--- config.mk ---
export PLATFORM = sky130hd
export DESIGN_NAME = residual_pipe_ctrl
export DESIGN_NICKNAME = d
export VERILOG_FILES = /design/src/rtl/residual_pkg.sv /design/src/rtl/residual_desc_fifo.sv /design/src/rtl/residual_pipe_ctrl.sv
export SDC_FILE = /design/constraint.sdc
export NUM_CORES = 1
export LEC_CHECK = 0
export ABC_CLOCK_PERIOD_IN_PS = 2400
export CAP_MARGIN = 25
export CORE_MARGIN = 3
export CORE_UTILIZATION = 40
export DETAILED_ROUTE_END_ITERATION = 8
export PLACE_DENSITY = 0.75
export SYNTH_ARGS = -nofsm -noshare
export SYNTH_HDL_FRONTEND = slang
export SYNTH_SLANG_ARGS = --single-unit
--- constraint.sdc ---
create_clock -name clk -period 2.4 [get_ports clk]
set_clock_uncertainty 0.2 [all_clocks]
set_input_delay 0.72 -clock clk [delete_from_list [all_inputs] [get_ports clk]]
set_output_delay 0.72 -clock clk [all_outputs]
set_load 0.05 [all_outputs]
--- src/rtl/residual_pkg.sv ---
// Shared encodings for the residual pipeline controller: state codes,
// FSM encodings and the all-zero block classifier.
package residual_pkg;

    // Residual state codes, kept in step with the codec's defines.v
    localparam logic [3:0] Intra16x16DCLevel_s   = 4'd0;
    localparam logic [3:0] Intra16x16ACLevel_s   = 4'd1;
    localparam logic [3:0] Intra16x16ACLevel_0_s = 4'd2;
    localparam logic [3:0] LumaLevel_s           = 4'd3;
    localparam logic [3:0] LumaLevel_0_s         = 4'd4;
    localparam logic [3:0] ChromaDCLevel_Cb_s    = 4'd5;
    localparam logic [3:0] ChromaDCLevel_Cr_s    = 4'd6;
    localparam logic [3:0] ChromaACLevel_Cb_s    = 4'd7;
    localparam logic [3:0] ChromaACLevel_Cb_0_s  = 4'd8;
    localparam logic [3:0] ChromaACLevel_Cr_s    = 4'd9;
    localparam logic [3:0] ChromaACLevel_Cr_0_s  = 4'd10;

    typedef enum logic {C_IDLE, C_BUSY} cavlc_state_t;
    typedef enum logic {T_IDLE, T_BUSY} xform_state_t;

    function automatic logic is_all_zero(input logic [15:0] s);
        return (s == 16'(Intra16x16ACLevel_0_s)) ||
               (s == 16'(LumaLevel_0_s)) ||
               (s == 16'(ChromaACLevel_Cb_0_s)) ||
               (s == 16'(ChromaACLevel_Cr_0_s));
    endfunction

endpackage

--- src/rtl/residual_desc_fifo.sv ---
// Pending-transform descriptor FIFO; DEPTH must be a power of two.
// Read data is the head entry, visible combinationally.
module residual_desc_fifo #(
    parameter int WIDTH = 4,
    parameter int DEPTH = 2
) (
    input  logic                     clk,
    input  logic                     rst_n,
    input  logic                     ena,
    input  logic                     push,
    input  logic [WIDTH-1:0]         din,
    input  logic                     pop,
    output logic [WIDTH-1:0]         dout,
    output logic [$clog2(DEPTH):0]   count
);
    localparam int AW = $clog2(DEPTH);
    localparam int CW = AW + 1;

    logic [WIDTH-1:0] mem [DEPTH];
    logic [AW-1:0]    wr_ptr;
    logic [AW-1:0]    rd_ptr;
    logic             do_push;
    logic             do_pop;

    assign do_push = ena & push & (count != CW'(DEPTH));
    assign do_pop  = ena & pop & (count != '0);
    assign dout    = mem[rd_ptr];

    always_ff @(posedge clk or negedge rst_n) begin
        if (!rst_n) begin
            wr_ptr <= '0;
            rd_ptr <= '0;
            count  <= '0;
        end else begin
            if (do_push) wr_ptr <= wr_ptr + 1'b1;
            if (do_pop)  rd_ptr <= rd_ptr + 1'b1;
            unique case ({do_push, do_pop})
                2'b10:   count <= count + 1'b1;
                2'b01:   count <= count - 1'b1;
                default: count <= count;
            endcase
        end
    end

    always_ff @(posedge clk) begin
        if (do_push) mem[wr_ptr] <= din;
    end

endmodule

--- src/rtl/residual_pipe_ctrl.sv ---
// Residual block pipeline controller: CAVLC stage feeding a transform stage.
// Define RESIDUAL_PIPE_CTRL_PERF_EN to build the perf counters.
module residual_pipe_ctrl
    import residual_pkg::*;
#(
    parameter int STATE_W = 4,
    parameter int DEPTH   = 2
) (
    input  logic               clk,
    input  logic               rst_n,
    input  logic               ena,
    input  logic               blk_start,
    input  logic [STATE_W-1:0] blk_state,
    output logic               blk_ready,
    output logic               cavlc_start,
    input  logic               cavlc_valid,
    output logic               transform_start,
    output logic [STATE_W-1:0] transform_state,
    input  logic               transform_valid,
    output logic               blk_done,
    output logic               idle,
    output logic [15:0]        perf_blk_cnt,
    output logic [15:0]        perf_stall_cnt
);
    localparam int CW = $clog2(DEPTH) + 1;

    cavlc_state_t       c_state, c_next;
    xform_state_t       t_state, t_next;
    logic [STATE_W-1:0] cavlc_desc;
    logic               cv_q, tv_q;
    logic [CW-1:0]      fifo_cnt;
    logic [STATE_W-1:0] fifo_dout;
    logic [STATE_W-1:0] push_data;
    logic               accept, blk_zero, cavlc_fin, xform_fin;
    logic               push, pop;

    assign blk_zero  = is_all_zero(16'(blk_state));
    assign blk_ready = (c_state == C_IDLE) && (fifo_cnt < CW'(DEPTH));
    assign accept    = ena & blk_start & blk_ready;
    assign cavlc_fin = ena & (c_state == C_BUSY) & cavlc_valid & ~cv_q;
    assign xform_fin = ena & (t_state == T_BUSY) & transform_valid & ~tv_q;
    assign pop       = ena & (t_state == T_IDLE) & (fifo_cnt != '0);
    assign idle      = (c_state == C_IDLE) && (t_state == T_IDLE) &&
                       (fifo_cnt == '0);

    // All-zero blocks skip CAVLC and go straight into the FIFO
    always_comb begin
        c_next    = c_state;
        push      = 1'b0;
        push_data = blk_state;
        unique case (c_state)
            C_IDLE: begin
                if (accept) begin
                    if (blk_zero) push   = 1'b1;
                    else          c_next = C_BUSY;
                end
            end
            C_BUSY: begin
                if (cavlc_fin) begin
                    push      = 1'b1;
                    push_data = cavlc_desc;
                    c_next    = C_IDLE;
                end
            end
            default: c_next = C_IDLE;
        endcase
    end

    always_comb begin
        t_next = t_state;
        unique case (t_state)
            T_IDLE:  if (pop)       t_next = T_BUSY;
            T_BUSY:  if (xform_fin) t_next = T_IDLE;
            default: t_next = T_IDLE;
        endcase
    end

    always_ff @(posedge clk or negedge rst_n) begin
        if (!rst_n) begin
            c_state         <= C_IDLE;
            t_state         <= T_IDLE;
            cv_q            <= 1'b0;
            tv_q            <= 1'b0;
            cavlc_desc      <= '0;
            cavlc_start     <= 1'b0;
            transform_start <= 1'b0;
            transform_state <= '0;
            blk_done        <= 1'b0;
        end else if (ena) begin
            c_state         <= c_next;
            t_state         <= t_next;
            cv_q            <= cavlc_valid;
            tv_q            <= transform_valid;
            cavlc_start     <= accept & ~blk_zero;
            transform_start <= pop;
            blk_done        <= xform_fin;
            if (accept) cavlc_desc      <= blk_state;
            if (pop)    transform_state <= fifo_dout;
        end
    end

    residual_desc_fifo #(
        .WIDTH(STATE_W),
        .DEPTH(DEPTH)
    ) u_fifo (
        .clk  (clk),
        .rst_n(rst_n),
        .ena  (ena),
        .push (push),
        .din  (push_data),
        .pop  (pop),
        .dout (fifo_dout),
        .count(fifo_cnt)
    );

`ifdef RESIDUAL_PIPE_CTRL_PERF_EN
    logic [15:0] blk_cnt_q;
    logic [15:0] stall_cnt_q;

    always_ff @(posedge clk or negedge rst_n) begin
        if (!rst_n) begin
            blk_cnt_q   <= '0;
            stall_cnt_q <= '0;
        end else if (ena) begin
            if (xform_fin && blk_cnt_q != 16'hFFFF)
                blk_cnt_q <= blk_cnt_q + 16'd1;
            if (blk_start && !blk_ready && stall_cnt_q != 16'hFFFF)
                stall_cnt_q <= stall_cnt_q + 16'd1;
        end
    end

    assign perf_blk_cnt   = blk_cnt_q;
    assign perf_stall_cnt = stall_cnt_q;
`else
    assign perf_blk_cnt   = 16'd0;
    assign perf_stall_cnt = 16'd0;
`endif

endmodule

# ---- Word level (Yosys, flattened, before mapping)
# Memories as Yosys holds them, arrays and structs flattened. A register that Yosys moved wholly into a read port is not among the register bits.
# Cells that the tools add are included.
dict set report op_classes {
  muxes 16
  n_reduce_logical 12
  eq_ne 7
  order_cmp 1
  addsub 4
  n_bitwise 20
}
# op n
set ops {}
lappend ops {{bitwise AND 1 bit} 15}
lappend ops {{two-way mux 1 bit} 10}
lappend ops {{equality test 4 bit (second input constant)} 2}
lappend ops {{two-way mux 4 bit} 2}
lappend ops {{case mux 1 bit (2 select lines)} 3}
lappend ops {{NOT 1 bit} 5}
lappend ops {{equality test 4 x 2 -> 1 bit (second input constant)} 1}
lappend ops {{equality test 4 x 3 -> 1 bit (second input constant)} 1}
lappend ops {{case mux 2 bit (2 select lines)} 1}
lappend ops {{AND reduction 2 bit} 2}
lappend ops {{nonzero test 2 bit} 2}
lappend ops {{logical AND 1 bit} 3}
lappend ops {{logical OR 1 bit} 3}
lappend ops {{adder 1 bit (second input constant)} 2}
lappend ops {{adder 2 x 1 -> 2 bit (second input constant)} 1}
lappend ops {{equality test 2 x 1 -> 1 bit (second input constant)} 1}
lappend ops {{equality test 2 bit (second input constant)} 1}
lappend ops {{zero test 2 bit} 1}
lappend ops {{less-than comparator 2 bit (second input constant)} 1}
lappend ops {{!= test 2 bit (second input constant)} 1}
lappend ops {{subtractor 2 x 1 -> 2 bit (second input constant)} 1}
lappend ops {{zero test 1 bit} 1}
dict set report totals {
  inputBits 10
  out_inout_bits 41
  n_memories 1
  mem_bits_rw 8
  regBits 15
  wordCells 72
}
# name words width rd rd_ports_with_merged_regs write_ports line
set memory_table {}
lappend memory_table {u_fifo.mem 2 4 1 1 1 residual_desc_fifo.sv:19} ;# logic [WIDTH-1:0] mem [DEPTH];

# ---- Logic depth before layout (Yosys ltp)
# Gate-level depths: netlist of run 1.
dict set report logic_depth {
  ltp_word 11
  depth_mapped 9
  ltp_nobuf 7
}

# ---- Hierarchy
# Synthesis of run 1 repeated with hierarchy kept, for this count alone.
dict set report hier_totals {
  hier_cells 116
  hier_area_um2 1420.1
}
# module area_per_inst_um2 n_inst seq_area_each_um2 cells_each
set by_module_without_submodules {}
lappend by_module_without_submodules {residual_pipe_ctrl 937.1 1 375.4 87}
lappend by_module_without_submodules {residual_desc_fifo 483.0 1 340.3 29}

# ---- Worst setup path after synthesis of run 1
# Ideal clock, no wire load.
dict set report synth_path {
  path_type {register to output}
  from {reg u_fifo.count[1]}
  to {out idle}
  required_ps 1480
  n_path_buf 1
  arrival_ps 2011
  slack_ps -531
  stages_incl_launch_ff 3
  path_cell_list {dfrtp_1 > buf_6 > nor4_1}
}
dict set report synth_via {
  elab_chain_len 2
}
# item line
set synth_rtl {}
lappend synth_rtl {{start, declared} residual_desc_fifo.sv:14} ;# output logic [$clog2(DEPTH):0] count
lappend synth_rtl {{start signal, assigned} residual_desc_fifo.sv:38} ;# 2'b10: count <= count + 1'b1;
lappend synth_rtl {{start signal, assigned} residual_desc_fifo.sv:39} ;# 2'b01: count <= count - 1'b1;
lappend synth_rtl {{start signal, assigned} residual_desc_fifo.sv:40} ;# default: count <= count;
lappend synth_rtl {{zero test 2 bit} residual_pipe_ctrl.sv:44} ;# (fifo_cnt == '0);
lappend synth_rtl {{logical AND 1 bit} residual_pipe_ctrl.sv:43} ;# assign idle = (c_state == C_IDLE) && (t_state == T_IDLE) &&
lappend synth_rtl {{end, declared} residual_pipe_ctrl.sv:21} ;# output logic idle,
# No other way between the ends.

# ---- Final worst setup path of run 1
dict set report layout_path {
  from {in cavlc_valid}
  to {reg u_fifo.count[1]}
}
dict set report layout_via {
  elab_chain_len 8
  word_cells_on_any_way 10
  cone_classes {eq/ne (2); mux (3); bitwise (4); reduce/logical (1)}
}
# item line
set layout_rtl {}
lappend layout_rtl {{start, declared} residual_pipe_ctrl.sv:16} ;# input logic cavlc_valid,
lappend layout_rtl {{bitwise AND 1 bit * (2 in a row)} residual_pipe_ctrl.sv:40} ;# assign cavlc_fin = ena & (c_state == C_BUSY) & cavlc_valid & ~cv_q;
lappend layout_rtl {{two-way mux 1 bit *} residual_pipe_ctrl.sv:59} ;# if (cavlc_fin) begin
lappend layout_rtl {{case mux 1 bit (2 select lines) *} residual_pipe_ctrl.sv:51} ;# unique case (c_state)
lappend layout_rtl {{bitwise AND 1 bit * (2 in a row)} residual_desc_fifo.sv:25} ;# assign do_push = ena & push & (count != CW'(DEPTH));
lappend layout_rtl {{equality test 2 x 1 -> 1 bit / equality test 2 bit (equally long branches)} residual_desc_fifo.sv:37} ;# unique case ({do_push, do_pop})
lappend layout_rtl {{case mux 2 bit (2 select lines) / nonzero test 2 bit (equally long branches)} -}
# Mark *: on every way between the ends. The rest lies on a longest branch, timed or not.
# A chain may end at the register's enable or synchronous reset.

==> results.ini, run 1 <==
[cells_and_area]
num_antenna_cells=0
fin_nets=175
drive_gt1_frac=0.288
finalNonFillerCells=209
area_growth_pct=18.2
final_cell_area_um2=1710

[placed_design]
portBuffers=18
dp_cells=203
gp_congestion=0.843
dp_hpwl_um=1870
dpl_cell_area_um2=1650

[die]
num_io_pins=51
dieArea_um2=4380
core-area_um2=3420
die_y_um=66.2
initial_core_util=0.424
rows=21
die_x_um=66.2

[clocking]
clkLatencyLatePin_ns=0.32
cts_tree=yes
clk_pin_slew_ns=0.13
cts-buffers-inserted=3
ctsRootBufferMaster=clkbuf_4
htreeDepth=1
cts_buffer_depth=2
cts_num_sinks=27

[logic_synthesis]
yosysSeqAreaShare=0.494
avgSynthCellArea_um2=11.1
yosysUniqueCellTypes=30
synth_top_area_frac=0.328
synth.most_common_cell=buf_4
ys_ff_latch=27
synth_area_um2=1450
synth_edf_count=8
ys.flop_type=dfrtp_1
ys_warn_count=0
synthTopCellsByCount=buf_4, dfrtp_1, mux2_2, nand2_1, edfxtp_1
syn_inst=130
async_flop_share=0.704
ys_top_cells_by_area=dfrtp_1, buf_4, edfxtp_1
synth.largest_area_cell=dfrtp_1

[grt]
grt_pass1_wl_um=3860
antenna_found_initial=0
grt_max_degree=20
grt_overflow_total=0
track_usage=0.113
first_global_vias=920

[flow_run]
maxCapViolCount=0

[drt]
routed_wl_um=2370
first_iter_violations=29
vias_per_cell=4.38
first_pass_iters=4
wire_per_inst_um=11.3
ant_nets=0
drc=0
vias=916

[power_and_ir_drop]
power_density_nw_per_um2=1090
total_power_w=0.00187
leakagePower_nw=0.792
peakVddDrop_uv=328

[critical_path]
crit_arrival_ns=2.34
start_kind=primary input
worst-path-max-fanout=2
crit_end=u_fifo.count[1]
endpoint_kind=flip-flop
reg2reg_to=u_fifo.count[1]
timing.reg2reg.setup_slack_ns=0.16
r2r_start=c_state
crit_start=cavlc_valid
critical_path_class=in -> reg
cp.required_ns=2.41
worstRegToRegCells=7

[worst_hold_path]
hold_path.class=reg -> reg
hold_depth=2

[sta]
drv_slew=0
hold_viol_final=0
finalCritPeriodShare=0.971
setup_tns_ns=0
period_minus_slack_ns=2.33
fmax_mhz=429
hold_ws_ns=0.288
setup_viol=0

[run_status]
outcome=finished, final reports clean

-- what timing repair did --
item / 4_1_cts / 5_1_grt
pin swaps: 4 / 3
hold buffers: 0 / 0
setup buffers: 1 / 1
resized for setup: 9 / 3
setup endpoints to repair: 11 / 2
-- metrics by stage --
stage | utilization | setup slack [ns]
2_1_floorplan | - | 0.0277
3_3_place_gp | 0.483 | -0.462
3_5_place_dp | 0.483 | -0.568
4_1_cts | 0.492 | 0.0239
5_1_grt | 0.501 | -0.00236
6_report | 0.501 | 0.0695
-- layer usage --
metal,GRT usage,part of all wire,vias to the layer above
met2,0.213,0.53,41
met1,0.121,0.37,435
met4,0.0381,0.0097,0
met5,0,0,-
met3,0.0255,0.081,5
li1,-,-,435
-- flip-flops by register name, summed over array words and instances (netlist names), 2 cells and up --
register and cells:
transform_state 4, u_fifo.mem 8, cavlc_desc 4, u_fifo.count 2
-- cells in the final DEF, fill, tap and decap left out, types with 2 or more instances in the layout --
cell type         n
buf_4            21
nor2_1            2
a21oi_1           2
conb_1           32
buf_12            2
xnor2_1           3
o21ai_0           6
mux2_2           13
nand2_1          13
inv_1             7
dlygate4sd2_1     7
nand4b_1          2
clkdlybuf4s50_1   3
edfxtp_1          8
o21a_1            2
nor3_1            3
dfrtp_1          19
clkbuf_4          3
-- cells by family (layout without fill, tap and decap cells) --
family | Yosys count | in the layout | share of synthesized area
buf+inv | 42 | 44 | 0.198
mux | 13 | 13 | 0.101
flops | 27 | 27 | 0.494
simple gates | 29 | 29 | 0.110
fa+ha+maj | 1 | 1 | 0.00864
compound gates | 13 | 13 | 0.0614
other cells | 1 | 32 | 0.00259
xor+xnor | 4 | 4 | 0.0242
-- layout make-up --
cell class | count | area [um^2]
Sequential cell | 27 | 716
Tap cell | 46 | 57.6
Inverter | 7 | 26.3
Fill cell | 295 | 1700
Clock buffer | 4 | 26.3
Multi-Input combinational cell | 92 | 597
Timing Repair Buffer | 33 | 289
-- how the worst min path moves through the flow --
stage	slack (ns)	to	startpoint
finish	0.29	cavlc_desc[0]	cavlc_desc[0]
global placement	0.25	cavlc_desc[0]	cavlc_desc[0]
floorplan	0.22	blk_done	rst_n
global route	0.32	cavlc_desc[2]	cavlc_desc[2]
CTS	0.29	cavlc_desc[0]	cavlc_desc[0]
detailed placement	0.26	cavlc_desc[0]	cavlc_desc[0]
-- where the power goes --
| group | internal, W | switching, W |
|---|---|---|
| Sequential | 0.000623 | 0.000119 |
| Combinational | 0.000367 | 0.000578 |
| Clock | 0.0000651 | 0.000121 |
-- critical path: stages --
cell             delay (ns)
clkdlybuf4s50_1        0.50
nand4b_1               0.13
or2_4                  0.27
and2_4                 0.16
ha_4                   0.15
xnor2_1                0.20
nor2_2                 0.07
xor2_1                 0.14
Power figures use the tool's default switching activity.
==> run 2: changes to the inputs <==
--- a/config.mk
+++ b/config.mk
@@ -10,7 +10,9 @@
 export CORE_MARGIN = 3
 export CORE_UTILIZATION = 40
 export DETAILED_ROUTE_END_ITERATION = 8
-export PLACE_DENSITY = 0.75
+export HOLD_SLACK_MARGIN = 0.06
+export PLACE_DENSITY = 0.76
 export SYNTH_ARGS = -nofsm -noshare
 export SYNTH_HDL_FRONTEND = slang
+export SYNTH_HIERARCHICAL = 1
 export SYNTH_SLANG_ARGS = --single-unit
==> run 2 against run 1 <==
Effect of this change:
- clock-buffer cell count fell by 1
- die area fell by 1.7%
- cell area fell by 0.73%
- core utilization barely moved
- cell count fell by 6.2%
- critical path depth fell by 5
- critical endpoint is now idle
- largest power group unchanged
==> results.ini, run 2 <==
[cells_and_area]
largest_reg_flops=8
final_cell_mix=conb_1, buf_4, dfrtp_1
num_antenna_cells=0
multi_input_area_um2=586
finalNonFillerCells=196
filler_cell_count=311
final_common_cell=conb_1
final_cell_area_um2=1700
drive_gt1_frac=0.327
largestRegisters=u_fifo/mem: 8 flops, cavlc_desc: 4 flops, transform_state: 4 flops
regMostFlops=u_fifo/mem
area_growth_pct=19.6
fin_nets=162
seqCellArea_um2=716

[clocking]
cts_setup_buffers=0
cts-buffers-inserted=3
cts_tree=yes
cts_buffer_depth=2
ctsRootBufferMaster=clkbuf_4
clkLatencyLatePin_ns=0.32
clk_pin_slew_ns=0.13
cts_num_sinks=27
htreeDepth=1

[critical_path]
crit_arrival_ns=1.41
timing.reg2reg.setup_slack_ns=0.25
start_kind=flip-flop
endpoint_kind=output port
worst_path_max_delay_cell=dfrtp_1
worst-path-max-fanout=4
critical_path_class=reg -> out
critical_path.cell_chain=buf_4, nor4_4, buf_12
cp.required_ns=1.48
worst_path_largest_cell_delay_ns=0.43

[logic_synthesis]
synth-xor-area-share=0.0308
synth_top_family_by_area=buffers and inverters
synthSimpleGateAreaFrac=0.0502
synthMuxAreaShare=0.143
synth_area_um2=1420
synthAdderAreaFrac=0.00881
syn_inst=116
synth_edf_count=8
ys_ff_latch=27
synth-compound-area-share=0.0573
synth.largest_area_cell=dfrtp_1
ys_top_cells_by_area=dfrtp_1, buf_4, edfxtp_1
async_flop_share=0.704
synth.most_common_cell=buf_4
synthTopCellsByCount=buf_4, dfrtp_1, mux2_2
avgSynthCellArea_um2=12.2
ys.flop_type=dfrtp_1
yosysUniqueCellTypes=26
yosysSeqAreaShare=0.504
synth_top_area_frac=0.335
ys_warn_count=6

[drt]
ant_nets=0
vias_per_cell=4.21
first_iter_violations=16
vias=825
routed_wl_um=2190
wire_per_inst_um=11.2
first_pass_iters=3
drc=0

[power_and_ir_drop]
leakagePower_nw=0.798
peakVddDrop_uv=505
total_power_w=0.00175
power_density_nw_per_um2=1030

[grt]
grt_max_degree=20
grt_pass1_wl_um=3570
antenna_found_initial=0
track_usage=0.108
grt_overflow_total=0
first_global_vias=769

[placed_design]
portBuffers=18
dp_slack_ns=-0.683
dp_cells=192
gp_congestion=0.801
dp_hpwl_um=1680
dpl_cell_area_um2=1640

[sta]
fin_ws_ns=0.0701
setup_viol=0
finalCritPeriodShare=0.971
drv_slew=0
rsz0062_at_grt=false
fmax_mhz=429
period_minus_slack_ns=2.33
hold_viol_final=0
hold_ws_ns=0.321

[die]
initial_core_util=0.419
rows=21
core-area_um2=3390
num_io_pins=51
die_y_um=65.6
die_x_um=65.6
dieArea_um2=4300

[run_status]
outcome=finished, final reports clean

[flow_run]
maxCapViolCount=0

[worst_hold_path]
hold_path.class=reg -> reg

[run 2: changes by cell type after synthesis, sizes merged, moves of 2 or more]
cell	change
mux2	+5
a21oi	-2
o21ai	-2
nor3	-2
nand2	-11
[run 2: layout make-up]
class,count,area share
clock inverter,1,0.00442
clock buffer,3,0.0133
multi-input combinational,78,0.345
tap,46,0.0339
inverter,8,0.0177
timing repair buffer,33,0.165
sequential,27,0.421
[run 2: critical path: cells and delay by family, from the launching register on]
family | cells | cell delay, ns
buffers and inverters | 2 | 0.35
DFF | 1 | 0.43
and+or+nand+nor | 1 | 0.32
[run 2: cells by family after synthesis]
logic type / Yosys count
buffers and inverters: 42
XOR/XNOR: 5
AND/OR/NAND/NOR: 12
adder cells (fa/ha/maj): 1
AO/OA/AOI/OAI: 10
flip-flops: 27
multiplexers: 18
other: 1
[run 2: power by group]
part | switching, W | internal, W | leakage, nW
clock | 0.000131 | 0.0000637 | 0.0139
combinational | 0.000505 | 0.000313 | 0.483
sequential | 0.000121 | 0.000617 | 0.300
[run 2: final timing paths]
kind | start | endpoint | cells past startpoint
worst min register to register | cavlc_desc[2] | cavlc_desc[2] | 1
worst max register to register | u_fifo/count[1] | u_fifo/count[1] | 9
worst min-delay path | cavlc_desc[2] | cavlc_desc[2] | 1
worst max-delay path | c_state | idle | 3
max in group asynchronous | rst_n | c_state | 2
min in group asynchronous | rst_n | blk_done | 2
[run 2: timing repair]
action / 4_1_cts / 5_1_grt
resized for setup: 6 / 3
setup endpoints to repair: 10 / 2
endpoints found under the hold margin: 0 / 0
hold buffers: 0 / 0
pin swaps: 7 / 4
[run 2: metal layers]
layer	vias up	global-route usage	wire, um
met4	0	0.0233	17
met3	2	0.0308	183
li1	396	-	-
met5	-	0	0
met1	390	0.149	972
met2	37	0.167	1020
[run 2: per-stage QoR]
step | utilization | TNS, ns
6_report | 0.501 | 0
2_1_floorplan | - | -0.928
3_5_place_dp | 0.483 | -6.70
4_1_cts | 0.495 | 0
5_1_grt | 0.501 | 0
3_3_place_gp | 0.483 | -6.17
